`config.mk`:
```
export PLATFORM = sky130hd
export DESIGN_NAME = pid_sample_sched
export DESIGN_NICKNAME = d
export VERILOG_FILES = /design/src/rtl/pid_sample_sched.sv
export SDC_FILE = /design/constraint.sdc
export NUM_CORES = 1
export LEC_CHECK = 0
export ABC_AREA = 1
export BUFFER_PORTS_ARGS = -buffer_cell sky130_fd_sc_hd__buf_2
export CORE_ASPECT_RATIO = 1.2
export CORE_MARGIN = 2
export CORE_UTILIZATION = 58
export CTS_BUF_LIST = sky130_fd_sc_hd__clkbuf_8
export CTS_CLUSTER_SIZE = 12
export DETAILED_ROUTE_END_ITERATION = 7
export PLACE_DENSITY = 0.82
export SLEW_MARGIN = 20
export SYNTH_ARGS = -nofsm -noshare
export SYNTH_HDL_FRONTEND = slang
export SYNTH_SLANG_ARGS = --single-unit
export TNS_END_PERCENT = 20
```
`constraint.sdc`:
```
create_clock -name clk_i -period 8.4 [get_ports clk_i]
set_clock_uncertainty 0.15 [all_clocks]
set_input_delay 2.52 -clock clk_i [delete_from_list [all_inputs] [get_ports clk_i]]
set_output_delay 2.52 -clock clk_i [all_outputs]
set_load 0.03 [all_outputs]
```
`src/rtl/pid_sample_sched.sv`:
```
// pid_sample_sched: sample-rate scheduler and double-buffered coefficient bank
// for the fan PID controller. A free-running period counter produces sample
// ticks. The FSM turns each accepted tick into one ADC capture and a
// single-cycle PID start strobe. Ticks that arrive while a capture or
// evaluation is still in flight are dropped and flagged. Software writes go to
// a shadow bank. A commit copies the whole shadow bank to the active bank at
// a sample boundary, so the PID core never sees a partial update.
module pid_sample_sched #(
  parameter int ADC_BITWIDTH = 8,
  parameter int REG_BITWIDTH = 32,
  parameter int DIV_BITWIDTH = 16
) (
  input  logic                    clk_i,
  input  logic                    rst_i,
  input  logic                    enable_i,
  input  logic [DIV_BITWIDTH-1:0] sample_div_i,
  input  logic [ADC_BITWIDTH-1:0] ADC_value_i,
  input  logic                    ADC_valid_i,
  input  logic                    pid_busy_i,
  input  logic                    coeff_wr_i,
  input  logic [2:0]              coeff_addr_i,
  input  logic [REG_BITWIDTH-1:0] coeff_data_i,
  input  logic                    commit_i,
  input  logic                    clear_overrun_i,
  output logic                    clk_en_PID_o,
  output logic [ADC_BITWIDTH-1:0] ADC_value_o,
  output logic [REG_BITWIDTH-1:0] b0_reg_o,
  output logic [REG_BITWIDTH-1:0] b1_reg_o,
  output logic [REG_BITWIDTH-1:0] b2_reg_o,
  output logic [REG_BITWIDTH-1:0] a0_reg_o,
  output logic [REG_BITWIDTH-1:0] a1_reg_o,
  output logic                    overrun_o,
  output logic                    commit_pending_o
);

  localparam logic [2:0] ST_IDLE  = 3'd0;
  localparam logic [2:0] ST_ARMED = 3'd1;
  localparam logic [2:0] ST_ACQ   = 3'd2;
  localparam logic [2:0] ST_FIRE  = 3'd3;
  localparam logic [2:0] ST_RUN   = 3'd4;

  localparam int NUM_COEFF = 5;

  logic [2:0]              state_q, state_d;
  logic [DIV_BITWIDTH-1:0] cnt_q, cnt_d;
  logic                    clk_en_q;
  logic [ADC_BITWIDTH-1:0] adc_q;
  logic                    overrun_q, overrun_d;
  logic                    pending_q, pending_d;
  logic [REG_BITWIDTH-1:0] shadow_q [NUM_COEFF];
  logic [REG_BITWIDTH-1:0] active_q [NUM_COEFF];

  logic tick;
  logic capture;
  logic busy_state;
  logic copy;

  // Sample tick: the counter reaches zero while the scheduler runs.
  assign tick = enable_i && (cnt_q == '0);

  // The ADC sample is taken on the ACQ->FIRE transition.
  assign capture = (state_q == ST_ACQ) && enable_i && ADC_valid_i;

  // States in which a new tick cannot be serviced.
  assign busy_state = (state_q == ST_ACQ) || (state_q == ST_FIRE) ||
                      (state_q == ST_RUN);

  // The active bank only changes at a sample boundary or while idle.
  assign copy = pending_q && ((state_q == ST_IDLE) || capture);

  // Period counter: held at the reload value while disabled, and reloaded
  // whenever it expires.
  always_comb begin
    // NOTE: every combinational output gets a default first, so no path
    // leaves it unassigned and no latch is inferred.
    cnt_d = cnt_q;
    if (!enable_i || (cnt_q == '0)) begin
      cnt_d = sample_div_i;
    end else begin
      cnt_d = cnt_q - DIV_BITWIDTH'(1);
    end
  end

  // Scheduler FSM next state.
  always_comb begin
    state_d = state_q;
    case (state_q)
      ST_IDLE:  if (enable_i) state_d = ST_ARMED;
      ST_ARMED: begin
        if (!enable_i) state_d = ST_IDLE;
        else if (tick) state_d = ST_ACQ;
      end
      ST_ACQ: begin
        if (!enable_i)   state_d = ST_IDLE;
        else if (ADC_valid_i) state_d = ST_FIRE;
      end
      ST_FIRE:  state_d = ST_RUN;
      // A running evaluation always finishes, even if the scheduler is
      // disabled meanwhile.
      ST_RUN:   if (!pid_busy_i) state_d = enable_i ? ST_ARMED : ST_IDLE;
      default:  state_d = ST_IDLE;
    endcase
  end

  // Overrun flag and commit request: a set outranks a clear in the same cycle.
  always_comb begin
    overrun_d = overrun_q;
    if (tick && busy_state) overrun_d = 1'b1;
    else if (clear_overrun_i) overrun_d = 1'b0;

    pending_d = pending_q;
    if (commit_i) pending_d = 1'b1;
    else if (copy) pending_d = 1'b0;
  end

  // Control state, period counter, strobe and sample capture.
  always_ff @(posedge clk_i) begin
    // NOTE: sequential state uses non-blocking assignments only, so every
    // register samples the pre-edge values of the others.
    if (rst_i) begin
      state_q   <= ST_IDLE;
      cnt_q     <= '0;
      clk_en_q  <= 1'b0;
      adc_q     <= '0;
      overrun_q <= 1'b0;
      pending_q <= 1'b0;
    end else begin
      state_q   <= state_d;
      cnt_q     <= cnt_d;
      clk_en_q  <= (state_d == ST_FIRE);
      overrun_q <= overrun_d;
      pending_q <= pending_d;
      if (capture) adc_q <= ADC_value_i;
    end
  end

  // Coefficient banks: the shadow takes software writes, and the active bank
  // copies the shadow as it stood before any write in the same cycle.
  always_ff @(posedge clk_i) begin
    // NOTE: both banks are small register files, so they are cleared
    // explicitly. Software can then rely on zero coefficients after reset.
    if (rst_i) begin
      for (int i = 0; i < NUM_COEFF; i++) begin
        shadow_q[i] <= '0;
        active_q[i] <= '0;
      end
    end else begin
      for (int i = 0; i < NUM_COEFF; i++) begin
        if (coeff_wr_i && (coeff_addr_i == 3'(i))) shadow_q[i] <= coeff_data_i;
        if (copy) active_q[i] <= shadow_q[i];
      end
    end
  end

  assign clk_en_PID_o     = clk_en_q;
  assign ADC_value_o      = adc_q;
  assign b0_reg_o         = active_q[0];
  assign b1_reg_o         = active_q[1];
  assign b2_reg_o         = active_q[2];
  assign a0_reg_o         = active_q[3];
  assign a1_reg_o         = active_q[4];
  assign overrun_o        = overrun_q;
  assign commit_pending_o = pending_q;

endmodule

```
==> flow_summary.toml <==
[yosys]
ys_types = 28
synth-seq-cells = 350
ys_seq_area_frac = 0.743
ys_warn_count = 0
synthCells = 1011
syn_nets = 1079
synthesis.area_um2 = 13700
avgSynthCellArea_um2 = 13.6

[route]
first_iter_violations = 437
routedWlPerCell_um = 14.8
routed_wl_um = 24200
vias_per_cell = 4.63
drc_errors = 0
dr.pass1.iters = 6
detail-route-antenna-nets = 0
via_count = 7573

[clock_network]
cts-buffers-inserted = 50
cts_tree = "built"
cts_setup_buffers = 0
hold_buffers = 0
cts_resized = 0
cts.path.max_buffers = 3
clk_pin_slew_worst_paths_ns = 0.06
htree_num_levels = 2
root_buffer = "clkbuf_8"
cts.sinks = 350
clkLatencyLatePin_ns = 0.57

[sta]
tightestPinTransition_ns = 1.12
period_minus_slack_ns = 5.09
hold_violations = 0
timing.final.crit_share = 0.606
slew_viol_final = 0
setup_viol = 0
finalSetupTns_ns = 0
timing.slew.headroom = 0.253
rsz0062_at_grt = "no"
max_freq_mhz = 196

[floorplanning]
start_util = 0.592
rows = 61
die_y_um = 173
die_w_um = 144
die_area_um2 = 24900
ioPinCount = 238
core_area_um2 = 23200

[worst_setup_path]
r2r-end = "active_q[0][157]"
worstPathArrival_ns = 5.21
worst_ep_required_time_ns = 8.52
crit_type = "in2reg"
crit_fanout = 87
ff2ff_setup_slack_ns = 5.22
r2r-start = "state_q[2]"
r2r_cells = 8
startpoint_type = "primary input"
crit_path_end_kind = "flop"

[place]
hpwl_um = 15800
dpl_cell_area_um2 = 15100
gp_congestion = 0.861
port_buffers = 237

[power_and_ir_drop]
p_leak_nw = 7.13
worst_ir_drop_vdd_uv = 134
p_per_area_nw_per_um2 = 228

[worst_hold_path]
min_path_type = "reg2reg"
min_to = "overrun_o"
hp-start = "overrun_o"
whs_path_depth = 2

[cells_and_area]
final_common_cell = "edfxtp_1"
area_delta_synth_final_pct = 16.8
final_cell_mix = "edfxtp_1 (320), inv_1 (245), buf_2 (237)"
fill_cells = 1570
layout-drive-gt1-share = 0.318
final_cell_area_um2 = 16000
final_nets = 1348

[global_route]
track_usage = 0.195
grt_max_degree = 88
grt_overflow_total = 0
grt_pass1_wl_um = 37200
grt_pass1_vias = 7452
antenna_found_initial = 2

[run_status]
run_status = "finished clean"

[job]
cap_violations = 0
power by group:
group / leakage (nW) / internal (mW) / switching [mW] / total, mW
clock network: 0.529 / 0.594 / 0.592 / 1.19
registers: 3.49 / 2.04 / 0.0428 / 2.08
logic: 3.11 / 0.0956 / 0.298 / 0.394
critical path, stage by stage:
cell and delay, ns:
buf_2 0.17, inv_1 0.47, nand2_8 0.91, buf_4 0.86
nor2_1 0.10
metal layers:
| metal | track usage | part of all wire | up-vias |
|---|---|---|---|
| li1 | - | - | 3748 |
| met1 | 0.231 | 0.39 | 3485 |
| met2 | 0.327 | 0.49 | 281 |
| met3 | 0.0523 | 0.074 | 59 |
| met4 | 0.0999 | 0.042 | 0 |
| met5 | 0 | 0 | - |
kinds of logic (layout without fill, tap and decap cells):
group | count (synthesis) | count (layout) | synth area share
AOI/OAI and AO/OA | 22 | 22 | 0.00947
and+or+nand+nor | 377 | 377 | 0.161
xor gates and xnor gates | 2 | 2 | 0.00128
adders and majority gates | 1 | 1 | 0.000911
buffers and inverters | 259 | 567 | 0.0837
other | 0 | 2 | 0
DFF | 350 | 350 | 0.743
synthesized netlist by cell type, drive strengths merged:
library cell,count,area [µm²]
edfxtp,320,9610
nor2,269,1760
inv,230,863
nand2,84,318
dfxtp,30,601
nand3,19,100
buf,18,245
o21ai,11,55.1
clkbuf,10,37.5
a21oi,6,30.0
o41ai,3,26.3
nand3b,2,15.0
nand4,2,12.5
a21boi,1,11.3
clkinv,1,3.75
ha,1,12.5
o211ai,1,7.51
or2,1,6.26
xnor2,1,8.76
xor2,1,8.76
sequential cells by signal, summed over array words and instances, names as in the netlist:
name,flops
ADC_value_o,8
commit_pending_o,1
shadow_q,160
active_q,160
overrun_o,1
cnt_q,16
clk_en_PID_o,1
state_q,3
layout make-up:
class	instances	area, µm²	area share
clock inverters	37	158	0.00983
multi-input cells	402	2420	0.151
flip-flops and latches	350	10200	0.636
inverters	231	867	0.0541
clock buffers	54	743	0.0463
repair buffers	245	1250	0.0777
well taps	315	394	0.0246
diodes	2	5.00	0.000312
how the worst max path moves through the flow:
stage	slack [ns]	from	cells after the start	end
after floorplan	1.78	coeff_wr_i	2	shadow_q[0][100]
after detailed placement	2.79	rst_i	5	active_q[0][157]
after global routing	3.15	rst_i	5	active_q[0][157]
after global placement	2.87	rst_i	5	active_q[0][3]
after CTS	3.38	rst_i	5	active_q[0][2]
final	3.31	rst_i	5	active_q[0][157]
metrics by stage:
stage,cells,hold WS [ns],power [mW],setup slack [ns],util
floorplan,1011,0.337,2.40,1.78,-
global placement,1543,0.308,2.50,2.87,0.652
detailed placement,1543,0.311,2.52,2.79,0.652
CTS,1634,0.321,3.70,3.38,0.691
global route,1634,0.357,3.80,3.15,0.691
finish,1636,0.313,3.66,3.31,0.691
(Power assumes the default switching activity.)
